## config.mk

```make
export PLATFORM = sky130hd
export DESIGN_NAME = rgb2ycbcr
export DESIGN_NICKNAME = d
export VERILOG_FILES = /design/src/rtl/isp_pkg.sv /design/src/rtl/sat_u8.sv /design/src/rtl/rgb2ycbcr.sv
export SDC_FILE = /design/constraint.sdc
export NUM_CORES = 1
export LEC_CHECK = 0
export ABC_AREA = 1
export CAP_MARGIN = 20
export CORE_AREA = 2 2 230 232
export CTS_CLUSTER_SIZE = 20
export DETAILED_ROUTE_END_ITERATION = 8
export DIE_AREA = 0 0 232 234
export DONT_BUFFER_PORTS = 1
export SLEW_MARGIN = 20
export SYNTH_ARGS = -nofsm -noshare
export SYNTH_HDL_FRONTEND = slang
export SYNTH_HIERARCHICAL = 1
export SYNTH_SLANG_ARGS = --single-unit
```

## constraint.sdc

```tcl
create_clock -name clk -period 3.4 [get_ports clk]
set_input_delay 1.02 -clock clk [delete_from_list [all_inputs] [get_ports clk]]
set_output_delay 1.02 -clock clk [all_outputs]
set_load 0.02 [all_outputs]
```

## src/rtl/isp_pkg.sv

```systemverilog
// Shared ISP definitions: pixel widths, BT.601 full-range coefficients and a few
// helpers used by the colour-space converter.
package isp_pkg;

  localparam int unsigned DATA_W = 8;
  localparam int unsigned PIX_W  = 24;
  localparam int unsigned PROD_W = 16;
  localparam int unsigned SUM_W  = 18;
  localparam int unsigned CNT_W  = 11;

  // Coefficients scaled by 256.
  localparam logic [DATA_W-1:0] KY_R  = 8'd77;
  localparam logic [DATA_W-1:0] KY_G  = 8'd150;
  localparam logic [DATA_W-1:0] KY_B  = 8'd29;
  localparam logic [DATA_W-1:0] KCB_R = 8'd43;
  localparam logic [DATA_W-1:0] KCB_G = 8'd85;
  localparam logic [DATA_W-1:0] KCR_G = 8'd107;
  localparam logic [DATA_W-1:0] KCR_B = 8'd21;
  // Doubles as the 0.5 coefficient on the dominant chroma term and the Y rounding term.
  localparam logic [DATA_W-1:0] K_HALF = 8'd128;
  // 128 * 256 chroma offset plus 128 rounding.
  localparam logic signed [SUM_W-1:0] K_CHROMA_OFF = 18'sd32896;

  typedef struct packed {
    logic start;
    logic line_last;
    logic last;
  } flags_t;

  function automatic logic [PROD_W-1:0] mul8(logic [DATA_W-1:0] a, logic [DATA_W-1:0] k);
    return {8'd0, a} * {8'd0, k};
  endfunction

  function automatic logic signed [SUM_W-1:0] ext18(logic [PROD_W-1:0] p);
    return signed'({2'b00, p});
  endfunction

endpackage

```

## src/rtl/sat_u8.sv

```systemverilog
// Combinational clamp of a signed 18-bit value to unsigned 8 bits.
//   val_i : signed input (already scaled)
//   sat_o : 0 for negative inputs, 255 for inputs above 255, else the low byte
module sat_u8
  import isp_pkg::*;
(
  input  logic signed [SUM_W-1:0]  val_i,
  output logic        [DATA_W-1:0] sat_o
);

  always_comb begin
    sat_o = val_i[DATA_W-1:0];
    if (val_i[SUM_W-1]) begin
      sat_o = '0;
    end else if (|val_i[SUM_W-2:DATA_W]) begin
      sat_o = '1;
    end
  end

endmodule

```

## src/rtl/rgb2ycbcr.sv

```systemverilog
// Three-stage RGB -> full-range BT.601 YCbCr converter with valid/ready handshake,
// aligned frame sideband flags and a sticky line-length monitor.
//   clk, rst_n        : clock, asynchronous active-low reset
//   frame_width       : expected pixels per line
//   src_*             : input pixel stream {R,G,B} with start/line_last/last flags
//   dst_*             : output pixel stream {Y,Cb,Cr} with aligned flags
//   err_line          : sticky, set on a line whose length differs from frame_width
module rgb2ycbcr
  import isp_pkg::*;
(
  input  logic             clk,
  input  logic             rst_n,
  input  logic [CNT_W-1:0] frame_width,
  input  logic             src_valid,
  output logic             src_ready,
  input  logic [PIX_W-1:0] src_data,
  input  logic             src_start,
  input  logic             src_line_last,
  input  logic             src_last,
  output logic             dst_valid,
  input  logic             dst_ready,
  output logic [PIX_W-1:0] dst_data,
  output logic             dst_start,
  output logic             dst_line_last,
  output logic             dst_last,
  output logic             err_line
);

  logic ce;
  logic accept;

  // Whole pipeline stalls together; bubbles are kept.
  assign ce        = dst_ready | ~dst_valid;
  assign src_ready = ce;
  assign accept    = src_valid & ce;

  logic [DATA_W-1:0] r, g, b;
  assign r = src_data[23:16];
  assign g = src_data[15:8];
  assign b = src_data[7:0];

  // Stage 1: products
  logic                v1_q;
  flags_t              f1_q;
  logic [PROD_W-1:0]   p_yr_q, p_yg_q, p_yb_q;
  logic [PROD_W-1:0]   p_cbr_q, p_cbg_q, p_cbb_q;
  logic [PROD_W-1:0]   p_crr_q, p_crg_q, p_crb_q;

  always_ff @(posedge clk or negedge rst_n) begin
    if (!rst_n) begin
      v1_q    <= 1'b0;
      f1_q    <= '0;
      p_yr_q  <= '0;
      p_yg_q  <= '0;
      p_yb_q  <= '0;
      p_cbr_q <= '0;
      p_cbg_q <= '0;
      p_cbb_q <= '0;
      p_crr_q <= '0;
      p_crg_q <= '0;
      p_crb_q <= '0;
    end else if (ce) begin
      v1_q    <= accept;
      // Flags are zeroed on bubbles so later stages never carry stale flags.
      f1_q    <= '{start: src_start & accept, line_last: src_line_last & accept,
                   last: src_last & accept};
      p_yr_q  <= mul8(r, KY_R);
      p_yg_q  <= mul8(g, KY_G);
      p_yb_q  <= mul8(b, KY_B);
      p_cbr_q <= mul8(r, KCB_R);
      p_cbg_q <= mul8(g, KCB_G);
      p_cbb_q <= mul8(b, K_HALF);
      p_crr_q <= mul8(r, K_HALF);
      p_crg_q <= mul8(g, KCR_G);
      p_crb_q <= mul8(b, KCR_B);
    end
  end

  // Stage 2: signed sums with rounding / chroma offset
  logic                    v2_q;
  flags_t                  f2_q;
  logic signed [SUM_W-1:0] ys_q, cbs_q, crs_q;
  logic signed [SUM_W-1:0] ys_d, cbs_d, crs_d;

  always_comb begin
    ys_d  = ext18(p_yr_q) + ext18(p_yg_q) + ext18(p_yb_q) + ext18({8'd0, K_HALF});
    cbs_d = ext18(p_cbb_q) - ext18(p_cbr_q) - ext18(p_cbg_q) + K_CHROMA_OFF;
    crs_d = ext18(p_crr_q) - ext18(p_crg_q) - ext18(p_crb_q) + K_CHROMA_OFF;
  end

  always_ff @(posedge clk or negedge rst_n) begin
    if (!rst_n) begin
      v2_q  <= 1'b0;
      f2_q  <= '0;
      ys_q  <= '0;
      cbs_q <= '0;
      crs_q <= '0;
    end else if (ce) begin
      v2_q  <= v1_q;
      f2_q  <= f1_q;
      ys_q  <= ys_d;
      cbs_q <= cbs_d;
      crs_q <= crs_d;
    end
  end

  // Stage 3: scale by 1/256 and clamp
  logic signed [SUM_W-1:0] ys_sh, cbs_sh, crs_sh;
  logic [DATA_W-1:0]       y_sat, cb_sat, cr_sat;

  assign ys_sh  = ys_q >>> 8;
  assign cbs_sh = cbs_q >>> 8;
  assign crs_sh = crs_q >>> 8;

  sat_u8 u_sat_y  (.val_i(ys_sh),  .sat_o(y_sat));
  sat_u8 u_sat_cb (.val_i(cbs_sh), .sat_o(cb_sat));
  sat_u8 u_sat_cr (.val_i(crs_sh), .sat_o(cr_sat));

  logic             dst_valid_q;
  flags_t           f3_q;
  logic [PIX_W-1:0] dst_data_q;

  always_ff @(posedge clk or negedge rst_n) begin
    if (!rst_n) begin
      dst_valid_q <= 1'b0;
      f3_q        <= '0;
      dst_data_q  <= '0;
    end else if (ce) begin
      dst_valid_q <= v2_q;
      f3_q        <= f2_q;
      dst_data_q  <= {y_sat, cb_sat, cr_sat};
    end
  end

  assign dst_valid     = dst_valid_q;
  assign dst_data      = dst_data_q;
  assign dst_start     = f3_q.start;
  assign dst_line_last = f3_q.line_last;
  assign dst_last      = f3_q.last;

  // Line-length monitor on accepted input beats
  logic [CNT_W-1:0] pix_cnt_q, pix_cnt_d;
  logic [CNT_W-1:0] beat_cnt;
  logic             err_q, err_d;

  always_comb begin
    pix_cnt_d = pix_cnt_q;
    err_d     = err_q;
    // Position of this beat within its line, 1-based; a start beat opens a new line.
    beat_cnt  = src_start ? 11'd1 : pix_cnt_q + 11'd1;
    if (accept) begin
      pix_cnt_d = beat_cnt;
      if (src_start) begin
        err_d = 1'b0;
      end
      if (src_line_last) begin
        pix_cnt_d = '0;
        if (beat_cnt != frame_width) begin
          err_d = 1'b1;
        end
      end
    end
  end

  always_ff @(posedge clk or negedge rst_n) begin
    if (!rst_n) begin
      pix_cnt_q <= '0;
      err_q     <= 1'b0;
    end else begin
      pix_cnt_q <= pix_cnt_d;
      err_q     <= err_d;
    end
  end

  assign err_line = err_q;

endmodule

```

* After elaboration in Yosys (flattened, before gate mapping)
Index checks and enable logic that the tools add are counted.
** Cells by class
- Bitwise gates (word level) :: 6
- Muxes and demuxes :: 11
- Multipliers :: 7
- $add $sub $neg :: 10
- Reductions and logical operators :: 3
- Equality and inequality tests :: 1
** Operators by type and width (number)
- 8-bit by 7-bit multiplier with 15-bit output (second input constant) :: 4
- 8-bit 2-to-1 mux :: 6
- 17-bit by 17-bit adder with 18-bit output (second input constant) :: 2
- 8-bit by 5-bit multiplier with 13-bit output (second input constant) :: 2
- 11-bit 2-to-1 mux :: 2
- 17-bit by 13-bit adder with 18-bit output :: 1
- 18-bit by 9-bit adder with 18-bit output (second input constant) :: 1
- 15-bit by 16-bit adder with 17-bit output :: 1
- 16-bit by 14-bit subtractor with 17-bit output :: 1
- 16-bit by 16-bit subtractor with 17-bit output :: 1
- 15-bit by 14-bit subtractor with 16-bit output :: 1
- 15-bit by 15-bit subtractor with 16-bit output :: 1
- 8-bit by 6-bit multiplier with 14-bit output (second input constant) :: 1
- 11-bit by 1-bit adder with 11-bit output (second input constant) :: 1
- 11-bit inequality test :: 1
- 2-bit OR reduction :: 3
- 1-bit AND :: 4
- 1-bit 2-to-1 mux :: 3
- 1-bit inverter :: 1
- 1-bit bitwise OR :: 1
** Word-level totals
- Output and inout port bits :: 30
- Input port bits :: 42
- Logic and storage cells :: 65
- Register bits after elaboration :: 218

* Logic depth before layout (Yosys ltp)
Gate-level depths: netlist of the first run.
- Depth after elaboration :: 5
- Mapped depth :: 22
- Gate-level depth less buffers :: 22

* By module
The synthesis of the first run kept the hierarchy.
** Modules (own cells, without submodules)
- rgb2ycbcr :: area an instance 17382.9 um2, sequential area each 4504.3 um2, times used 1, cells an instance 2235
- sat_u8 :: area an instance 192.7 um2, sequential area each 0.0 um2, times used 3, cells an instance 39

* Least setup slack after synthesis of the first run
No wires, ideal clock.
- Kind :: in2reg
- From :: in src_data[9]
- To :: reg p_cbg_q[12]
- Cell stages on the path :: 16
- Arrival :: 4.049 ns
- Buffers on the path :: 0
- Setup time :: 0.117 ns
- Setup slack :: -0.766 ns
- Cells stage by stage :: ha_1 -> inv_1 -> fa_1 -> inv_1 -> ha_1 -> inv_1 -> fa_1 -> inv_1 -> ha_1 -> a21oi_1 -> o21ai_0 -> a21oi_1 -> o21ai_1 -> or2_2 -> nand3_1 -> nand2_1
** Between the ends
- Word-level cells in the longest chain between the ends :: 1
** RTL lines
- from (decl) :: RTL line rgb2ycbcr.sv:16 : input logic [PIX_W-1:0] src_data,
- 8-bit by 7-bit multiplier with 15-bit output :: RTL line isp_pkg.sv:31 : return {8'd0, a} * {8'd0, k};
- to (signal assigned) :: RTL line rgb2ycbcr.sv:71 : p_cbg_q <= mul8(g, KCB_G);
- to (decl) :: RTL line rgb2ycbcr.sv:46 : logic [PROD_W-1:0] p_cbr_q, p_cbg_q, p_cbb_q;
No other way between the ends.
A chain may end at the register's enable or synchronous reset.

* Final worst setup path of the first run
- From :: in src_data[10]
- To :: reg p_crg_q[12]
** Between the ends
- Word-level cells in the longest chain between the ends :: 1
** RTL lines
- 8-bit by 7-bit multiplier with 15-bit output :: RTL line isp_pkg.sv:31
- to (signal assigned) :: RTL line rgb2ycbcr.sv:74 : p_crg_q <= mul8(g, KCR_G);
- to (decl) :: RTL line rgb2ycbcr.sv:47 : logic [PROD_W-1:0] p_crr_q, p_crg_q, p_crb_q;
No other way between the ends.

==> summary.txt, run 1 <==
Outcome
  – Status: finished with violations
  – Violated checks: negative setup slack

Setup path
  – Worst path cell trace: ha_4 > inv_2 > fa_1 > inv_2 > fa_1 > inv_2 > fa_1 > inv_2 > ha_4 > inv_2 > o21ai_2 > a21oi_2 > o21ai_2 > nand2_1 > nand2_2 > xor2_1 > o21ai_1
  – Crit. Startpoint: src_data[10]
  – Crit path DAT: a little under 4 ns
  – CP max stage delay: approximately 0.54 ns
  – Max FO, Critical Path: 5
  – Crit path kind: in2reg
  – CP dominant cell by count: inv_2
  – FF-to-FF Start: p_crg_q[0]$_DFFE_PN0N_
  – Data required, critical path: about 3.7 ns
  – Worst Reg-to-Reg Cells: 17
  – CP startpoint kind: input pin
  – Crit end category: flip-flop
  – FF-to-FF End: crs_q[13]$_DFFE_PN0N_
  – Worst setup path endpoint: p_crg_q[12]$_DFFE_PN0N_
  – CP max stage cell: fa_1
  – R2R setup slack: between 0.15 and 0.2 ns

Yosys
  – Post-synth EDFFs: 0
  – Synth unique cells: 48
  – Async SR Flop Fraction: between 90% and 100%
  – Synth top area cells: dfrtp_1 (25%), ha_1 (21%), nand2_1 (12%)
  – Synth top area share: around a quarter
  – Synthesized flop and latch total: 180
  – Synth area leader: dfrtp_1
  – Synthesized cell area: about 0.018 sq mm
  – Main flop type after synthesis: dfrtp_1
  – Syn_nets: ~2800
  – Seq/Total Area, Yosys: roughly 25%
  – Syn Inst Count: ~2400
  – Yosys warns: 6
  – Syn_area_per_cell: approximately 7.6 sq um

Clocking
  – H-tree Lvls: 4
  – CTS Root Cell: clkbuf_16
  – CTS tree: yes
  – Clk sinks: 180
  – CTS Buf Count: 17
  – Clock insertion delay at the later pin of the skew report: ~0.45 ns
  – Worst-path clk slew: about 0.080 ns
  – Max Root-Sink Buffers: 2

Finish
  – Most frequent cells in the layout: nand2_1 (564), inv_1 (372), ha_1 (265)
  – Multi-input logic area: about 0.013 sq mm
  – P&R area growth vs syn: 21.8%
  – Final Net Count: about 3000
  – Register Area: around 0.0045 sq mm
  – Fillcell total: about 5200
  – Commonest non-fill, non-tap cell in the layout: nand2_1
  – Layout cells sized above 1: 17.4%
  – # diodes: 0

Floorplanning
  – Core area: 0.0520 sq mm
  – Initial Utilization: about a third
  – Die H: approximately 230 um
  – Num ports: 72
  – DIE AREA: roughly 0.054 sq mm
  – Cell Rows: 84
  – Die X: ~230 um

Detailed routing
  – DR iter-0 viols: between 800 and 900
  – WL met2: between 20000 and 25000 um
  – Post-Route WL: 48000 um
  – Vias per inst: 4.84
  – Met1 Routed Length: between 20000 and 25000 um
  – Via count: about 16000
  – Residual DRC count: 0
  – Routed Antenna Nets: 0
  – Met3 Wirelength: between 1500 and 2000 um
  – TritonRoute pass-1 iters: 7
  – Routed wire length per instance: 14.8 um
  – Top Layer Used: met4

Global routing
  – First-pass GRT wire length: just under 80000 um
  – Initial antenna violation count: 0
  – Largest net degree at the start of global routing: ~180
  – Remaining Overflow, GRT: 0
  – Total Routing Usage GR: between 10% and 20%
  – Vias in the first global route: approximately 16000

Timing
  – Period utilisation layout: 107%
  – Tmin final: approximately 3.6 ns
  – Max transition margin: approximately 47%
  – Max frequency: around 270 MHz
  – Final hold vios: 0
  – Max Clock Skew: 0.0135 ns
  – WHS: 0.297 ns
  – RSZ-0062 raised after global routing: true
  – Worst Max-Slew Pin Slew: between 0.8 and 0.9 ns
  – Fin. max-slew vios: 0
  – Final worst slack: -0.249 ns
  – Final Setup Violations: 11

Power and ir drop
  – Sequential power share: 17.5%
  – Total net switching power: roughly 12 mW
  – Sw Ratio: between 50 and 60%
  – Max IR drop VDD: 559 uV
  – Final Total Pwr: 22.9 mW
  – Logic pwr share: about three quarters
  – PD cells: ~1000 mW/mm^2
  – Internal: roughly 11 mW
  – Leak pwr: ~12 nW
  – Clock power share: around a tenth

Job
  – Max Cap Violations: 0

Placed design
  – Post-DP HPWL: 38300 um
  – Place WS: -0.711 ns
  – GP Congestion: approximately 0.9
  – PortBufs: 0

Min path
  – Hold/Removal Path Class: in2async
power by group through the flow:
stage | clock network [mW] | registers [mW] | logic [mW]
global route | 2.31 | 4.11 | 19.0
floorplan | 0 | 3.76 | 11.5
detailed placement | 0 | 4.02 | 15.9
CTS | 2.22 | 3.99 | 16.2
global placement | 0 | 4.00 | 15.8
finish | 2.16 | 3.99 | 16.7
worst min-delay path by stage:
stage	startpoint	to	slack (ns)	depth (start not counted)
after CTS	rst_n	dst_data[11]$_DFFE_PN0N_	0.24	0
after global placement	v2_q$_DFFE_PN0N_	dst_valid$_DFFE_PN0N_	0.44	2
after detailed placement	v2_q$_DFFE_PN0N_	dst_valid$_DFFE_PN0N_	0.44	2
final	rst_n	dst_data[11]$_DFFE_PN0N_	0.30	0
after global routing	rst_n	dst_data[8]$_DFFE_PN0N_	0.25	0
after floorplan	v2_q$_DFFE_PN0N_	dst_valid$_DFFE_PN0N_	0.42	2
stage by stage:
| step | instance area (sq um) | utilization [%] | setup TNS [ns] | std cells |
|---|---|---|---|---|
| floorplan | 18500 | - | -5.95 | 2352 |
| global placement | 20700 | 39.8 | -15.79 | 3190 |
| detailed placement | 20700 | 39.8 | -17.04 | 3190 |
| CTS | 21400 | 41.2 | -0.634 | 3227 |
| global route | 21900 | 42.1 | -2.98 | 3238 |
| finish | 21900 | 42.1 | -1.03 | 3238 |
synth_stat cells, types with 23 or more instances:
cell type,count
a21oi_1,108
dfrtp_1,180
fa_1,69
ha_1,307
inv_1,398
nand2_1,580
nand3_1,158
nand4_1,23
nor2_1,101
nor3_1,35
o21ai_0,127
xor2_1,40
logic make-up (layout without fill, tap and decap cells):
logic type,Yosys count,in the layout,synth area share (%)
AOI/OAI and AO/OA,334,334,10.3
xor gates and xnor gates,60,60,2.93
adders and majority gates,376,376,29.1
buffers and inverters,446,644,9.68
DFF,180,180,25.1
and+or+nand+nor,956,956,23.0
worst max-delay path: cells and delay by family:
kind                     cells  cell delay [ns]
XOR/XNOR                     1             0.15
AO/OA/AOI/OAI                4             0.39
buffers and inverters        5             0.20
AND/OR/NAND/NOR              2             0.15
adder cells (fa/ha/maj)      5             2.03
layer usage:
metal | vias up | track usage [%]
met3 | 46 | 2.55
met1 | 7384 | 24.8
met4 | 0 | 4.95
met2 | 221 | 30.2
li1 | 8022 | -
met5 | - | 0
state kept, by name, summed over array words and instances, names as in the netlist, 11 cells and up:
register / count
p_crb_q: 13
p_cbg_q: 14
dst_data: 24
pix_cnt_q: 11
p_yr_q: 13
p_crg_q: 15
p_cbr_q: 13
layout make-up:
type / instances / share of cell area [%]
sequential: 180 / 20.6
clock buffer: 18 / 2.01
clock inverter: 14 / 0.875
multi-input combinational: 1726 / 58.2
tap: 688 / 3.93
inverter: 408 / 7.24
timing repair buffer: 204 / 7.18
what timing repair did:
action / 4_1_cts / 5_1_grt
hold buffers: 0 / 0
resized for setup: 15 / 90
setup buffers: 5 / 12
pin swaps: 15 / 45
endpoints found under the setup margin: 7 / 41
Power figures use the tool's default switching activity.
==> inputs of run 2 (changes only) <==
--- a/config.mk
+++ b/config.mk
@@ -6,12 +6,14 @@
 export NUM_CORES = 1
 export LEC_CHECK = 0
 export ABC_AREA = 1
+export ABC_CLOCK_PERIOD_IN_PS = 3400
 export CAP_MARGIN = 20
 export CORE_AREA = 2 2 230 232
 export CTS_CLUSTER_SIZE = 20
 export DETAILED_ROUTE_END_ITERATION = 8
 export DIE_AREA = 0 0 232 234
 export DONT_BUFFER_PORTS = 1
+export REMOVE_ABC_BUFFERS = 1
 export SLEW_MARGIN = 20
 export SYNTH_ARGS = -nofsm -noshare
 export SYNTH_HDL_FRONTEND = slang
==> run 2 against run 1 <==
Against the previous run: the flow still finishes with violations (negative setup slack); largest cell class unchanged; fmax grew 1.6%; combinational power is essentially flat; sequential power is essentially flat; worst setup slack gained 0.056 ns; wire length shrank 4.0%; first-iteration DRC count shrank 14%; critical path depth is the same.
==> summary.txt, run 2 (synthesis results as in run 1) <==
Outcome
  – Status: finished with violations
  – Violated checks: negative setup slack

Detailed routing
  – Routed wire length per instance: ~14 um
  – DR iter-0 viols: approximately 730
  – Met1 Routed Length: around 22000 um
  – Met3 Wirelength: approximately 1500 um
  – Residual DRC count: 0
  – Vias per inst: 4.82
  – Top Layer Used: met4
  – Routed Antenna Nets: 0
  – TritonRoute pass-1 iters: 5
  – Via count: roughly 16000
  – WL met2: 21600 um
  – Post-Route WL: about 46000 um

Clocking
  – H-tree Lvls: 4
  – Max Root-Sink Buffers: 2
  – CTS Buf Count: 17
  – Worst-path clk slew: roughly 0.06 ns
  – CTS tree: yes
  – Clk sinks: between 150 and 200
  – CTS Root Cell: clkbuf_16
  – Clock insertion delay at the later pin of the skew report: approximately 0.46 ns

Global routing
  – First-pass GRT wire length: between 70000 and 80000 um
  – Largest net degree at the start of global routing: between 150 and 200
  – Remaining Overflow, GRT: 0
  – Initial antenna violation count: 0
  – Total Routing Usage GR: between 10% and 20%
  – Vias in the first global route: ~16000

Setup path
  – Crit path kind: in2reg
  – Crit path DAT: 3.90 ns
  – Crit end category: flip-flop
  – Data required, critical path: 3.71 ns
  – Max FO, Critical Path: 7
  – CP startpoint kind: input pin

Finish
  – Final Net Count: around 2900
  – Post-Layout Cell Count: ~3200
  – Most frequent cells in the layout: nand2_1 (570), inv_1 (383), ha_1 (272)
  – Fillcell total: ~5300
  – Register Area: 0.00451 sq mm
  – Max reg flops: 24
  – Layout cells sized above 1: approximately 16%
  – Commonest non-fill, non-tap cell in the layout: nand2_1
  – # diodes: 0
  – P&R area growth vs syn: 20.2%
  – Multi-input logic area: 0.0126 sq mm

Power and ir drop
  – Final Total Pwr: 22.3 mW
  – PD cells: 1030 mW/mm^2
  – Max IR drop VDD: between 500 and 600 uV
  – Leak pwr: between 10 and 15 nW

Timing
  – Tmin final: between 3 and 4 ns
  – Final Setup Violations: 8
  – Final hold vios: 0
  – Fin. max-slew vios: 0
  – Max frequency: roughly 280 MHz
  – RSZ-0062 raised after global routing: true
  – WHS: 0.272 ns
  – Period utilisation layout: 106%
  – Max Clock Skew: approximately 0.014 ns
  – Max transition margin: 44.8%
  – Final worst slack: -0.193 ns
  – Worst Max-Slew Pin Slew: roughly 0.83 ns

Placed design
  – PortBufs: 0
  – Place WS: -0.899 ns
  – Inst Count DP: 3188
  – GP Congestion: 0.888
  – Post-DP HPWL: around 36000 um

Floorplanning
  – Initial Utilization: roughly 35%
  – Die H: 234 um
  – Die X: approximately 230 um
  – Cell Rows: 84
  – DIE AREA: between 0.05 and 0.06 sq mm
  – Num ports: between 70 and 80
  – Core area: about 0.052 sq mm

Min path
  – Hold/Removal Path Class: in2async

Job
  – Max Cap Violations: 0
## run 2: metal layers
metal	vias up	GRT usage (%)
li1	7999	-
met1	7246	23.0
met2	229	29.6
met3	57	2.29
met4	0	5.57
met5	-	0
## run 2: power breakdown
group / internal [mW] / leakage, nW / switching, mW
clock network: 1.01 / 0.262 / 0.906
logic: 6.73 / 8.99 / 9.68
registers: 3.07 / 2.17 / 0.934
## run 2: what timing repair did
item,in CTS,in global routing
resized for setup,60,137
hold buffers,0,0
endpoints found under the setup margin,29,52
setup buffers,2,3
pin swaps,35,47
endpoints found under the hold margin,0,0
## run 2: final timing paths
| path | slack (ns) | endpoint | depth (start not counted) | startpoint |
|---|---|---|---|---|
| worst min-delay path | 0.27 | p_yg_q[14]$_DFFE_PN0N_ | 0 | rst_n |
| max in group asynchronous | 2.81 | dst_data[16]$_DFFE_PN0N_ | 0 | rst_n |
| worst max register to register | 0.14 | cbs_q[16]$_DFFE_PN0N_ | 16 | p_crb_q[0]$_DFFE_PN0N_ |
| worst min register to register | 0.46 | dst_valid$_DFFE_PN0N_ | 2 | v2_q$_DFFE_PN0N_ |
| worst max-delay path | -0.19 | p_crg_q[12]$_DFFE_PN0N_ | 17 | src_data[12] |
| min in group clk | 0.46 | dst_valid$_DFFE_PN0N_ | 2 | v2_q$_DFFE_PN0N_ |
## run 2: area by class of cell
type,instances,area share [%]
inverters,408,7.31
clock buffers,18,1.99
multi-input cells,1726,58.5
clock inverters,13,0.579
well taps,688,3.99
flip-flops and latches,180,20.9
repair buffers,191,6.79
## run 2: per-stage QoR
step                      area (sq um)  TNS [ns]  util (%)
after floorplan                  17800  -1011.00         -
after global placement           20100    -23.85      38.6
after detailed placement         20100    -24.75      38.6
after CTS                        20900    -0.704      40.2
after global routing             21600     -2.90      41.5
final                            21600    -0.955      41.5
## run 2: critical path, stage by stage
cell     delay (ns)
ha_4           0.25
inv_2          0.04
fa_1           0.53
inv_1          0.05
fa_1           0.48
inv_1          0.05
fa_1           0.48
inv_2          0.05
ha_4           0.27
nand2_1        0.06
inv_2          0.05
nand2_1        0.08
o21ai_2        0.15
nand2_1        0.07
nand2_1        0.08
xor2_1         0.13
o21ai_1        0.06
==> inputs of run 3 (changes only) <==
==> constraint.sdc (replaced) <==
create_clock -name clk -period 3.4 [get_ports clk]
set_input_delay 0.85 -clock clk [delete_from_list [all_inputs] [get_ports clk]]
set_output_delay 0.85 -clock clk [all_outputs]
set_load 0.02 [all_outputs]
==> run 3 against run 2 <==
Against the previous run: the run still ends with negative setup slack left; cell count down 0.81%; wire length down 0.82%; first-iteration DRC count shrank 7.2%; worst setup slack better by 0.14 ns; core utilization is 1.2 points lower; design area fell by 2.9%; via count fell by 0.37%; fmax rose by 4.0%; clock power is 4% higher; hold slack got worse by 0.18 ns; sequential power is essentially flat; sequential cell count stayed put.
==> summary.txt, run 3 (synthesis results as in run 1) <==
Floorplanning
  – Die H: 234 um
  – DIE AREA: around 0.054 sq mm
  – Num ports: just over 70
  – Cell Rows: 84
  – Die X: 232 um
  – Core area: around 0.052 sq mm
  – Initial Utilization: 34.5%

Clocking
  – Worst-path clk slew: about 0.070 ns
  – CTS tree: yes
  – Max Root-Sink Buffers: 2
  – CTS Root Cell: clkbuf_16
  – CTS Hold Bufs: 0
  – Setup bufs post-CTS: 0
  – Clk sinks: 180
  – H-tree Lvls: 4
  – CTS Buf Count: 17
  – Clock insertion delay at the later pin of the skew report: approximately 0.47 ns

Setup path
  – Crit path DAT: 3.77 ns
  – Crit path kind: in2reg
  – CP startpoint kind: input pin
  – FF-to-FF Start: p_crr_q[7]$_DFFE_PN0N_
  – Crit end category: flip-flop
  – R2R setup slack: 0.21 ns
  – Max FO, Critical Path: 7
  – Data required, critical path: about 3.7 ns
  – Crit. Startpoint: src_data[12]

Finish
  – P&R area growth vs syn: 16.7%
  – # diodes: 0
  – Commonest non-fill, non-tap cell in the layout: nand2_1
  – Final Net Count: between 2000 and 3000
  – Fin area: 0.0210 sq mm
  – Max reg flops: 24
  – Most frequent cells in the layout: nand2_1 (574), inv_1 (389), ha_1 (288)
  – Post-Layout Cell Count: 3198
  – Utilization after layout: slightly above 40%
  – Layout cells sized above 1: between 10% and 20%

Power and ir drop
  – Clock power share: 9.1%
  – Max IR drop VDD: approximately 620 uV
  – Sw Ratio: around half
  – Final Total Pwr: 21.9 mW
  – Total net switching power: 11.3 mW
  – PD cells: 1040 mW/mm^2
  – Logic pwr share: just over 70%
  – Leak pwr: about 11 nW
  – Internal: roughly 11 mW
  – Sequential power share: around 18%

Min path
  – Hold/Removal Path Class: in2async

Placed design
  – PortBufs: 0
  – Inst Count DP: between 3000 and 4000
  – Placed Instance Area: around 0.02 sq mm
  – Place WS: -0.761 ns
  – GP Congestion: 0.897
  – Post-DP HPWL: between 30000 and 40000 um

Outcome
  – Violated checks: negative setup slack
  – Status: finished with violations

Timing
  – Period utilisation layout: 102%
  – Max frequency: roughly 290 MHz
  – Final worst slack: -0.0535 ns
  – Fin. max-slew vios: 0
  – Final hold vios: 0
  – WHS: 0.0957 ns
  – RSZ-0062 raised after global routing: true
  – Setup_tns: -0.0990 ns
  – Final Setup Violations: 2
  – Tmin final: 3.45 ns
  – Max transition margin: 44.5%
  – Worst Max-Slew Pin Slew: between 0.8 and 0.9 ns
  – Max Clock Skew: roughly 0.018 ns

Detailed routing
  – TritonRoute pass-1 iters: 5
  – Routed wire length per instance: around 14 um
  – Post-Route WL: 45800 um
  – DR iter-0 viols: 674
  – Routed Antenna Nets: 0
  – Via count: 15500
  – Residual DRC count: 0
  – Vias per inst: ~4.8

Global routing
  – Largest net degree at the start of global routing: 181
  – Met1 usage: a little under a quarter
  – Total Routing Usage GR: around 17%
  – Grt peak-use layer: met2
  – Met2 Track Usage GR: approximately 30%
  – First-pass GRT wire length: 76500 um
  – Remaining Overflow, GRT: 0
  – Vias in the first global route: 15600
  – Initial antenna violation count: 0
  – Met3 Track Usage GR: between 1.5 and 2%

Job
  – Max Cap Violations: 0
run 3: worst paths after layout:
| check | endpoint | cells after the start |
|---|---|---|
| worst max register to register | crs_q[13]$_DFFE_PN0N_ | 16 |
| worst min register to register | dst_valid$_DFFE_PN0N_ | 2 |
| min in group clk | dst_valid$_DFFE_PN0N_ | 2 |
| max in group asynchronous | crs_q[13]$_DFFE_PN0N_ | 0 |
| worst max-delay path | p_crg_q[12]$_DFFE_PN0N_ | 17 |
| worst min-delay path | p_yg_q[11]$_DFFE_PN0N_ | 0 |
run 3: what timing repair did:
action	CTS	global route
setup endpoints to repair	14	38
resized for setup	26	77
pin swaps	17	24
run 3: cell type report:
cell class	instances	area, sq um
tap	688	861
clock buffer	18	439
fill	5309	31100
clock inverter	14	141
multi-input combinational	1726	12200
sequential	180	4510
timing repair buffer	164	1260
inverter	408	1580
run 3: layer usage:
layer  wire length [um]  vias up
li1                   -     7952
met5                  0        -
met1              22200     7307
met2              21900      167
met3                964       48
met4                716        0
run 3: critical path, stage by stage:
cell     delay (ns)
ha_4           0.25
inv_2          0.03
fa_1           0.54
inv_2          0.04
fa_1           0.47
inv_1          0.05
fa_1           0.49
inv_2          0.05
ha_4           0.28
inv_2          0.04
o21ai_2        0.13
a21oi_2        0.08
o21ai_2        0.07
nand2_1        0.06
nand2_1        0.07
xor2_1         0.17
o21ai_1        0.07
run 3: power groups by stage:
stage               Clock [mW]  Combinational [mW]  Sequential, mW
finish                    1.99                15.9            3.99
global route              2.13                18.3            4.11
CTS                       2.05                15.3            3.99
detailed placement           0                15.1            4.02
global placement             0                14.9            4.01
floorplan                    0                11.1            3.76
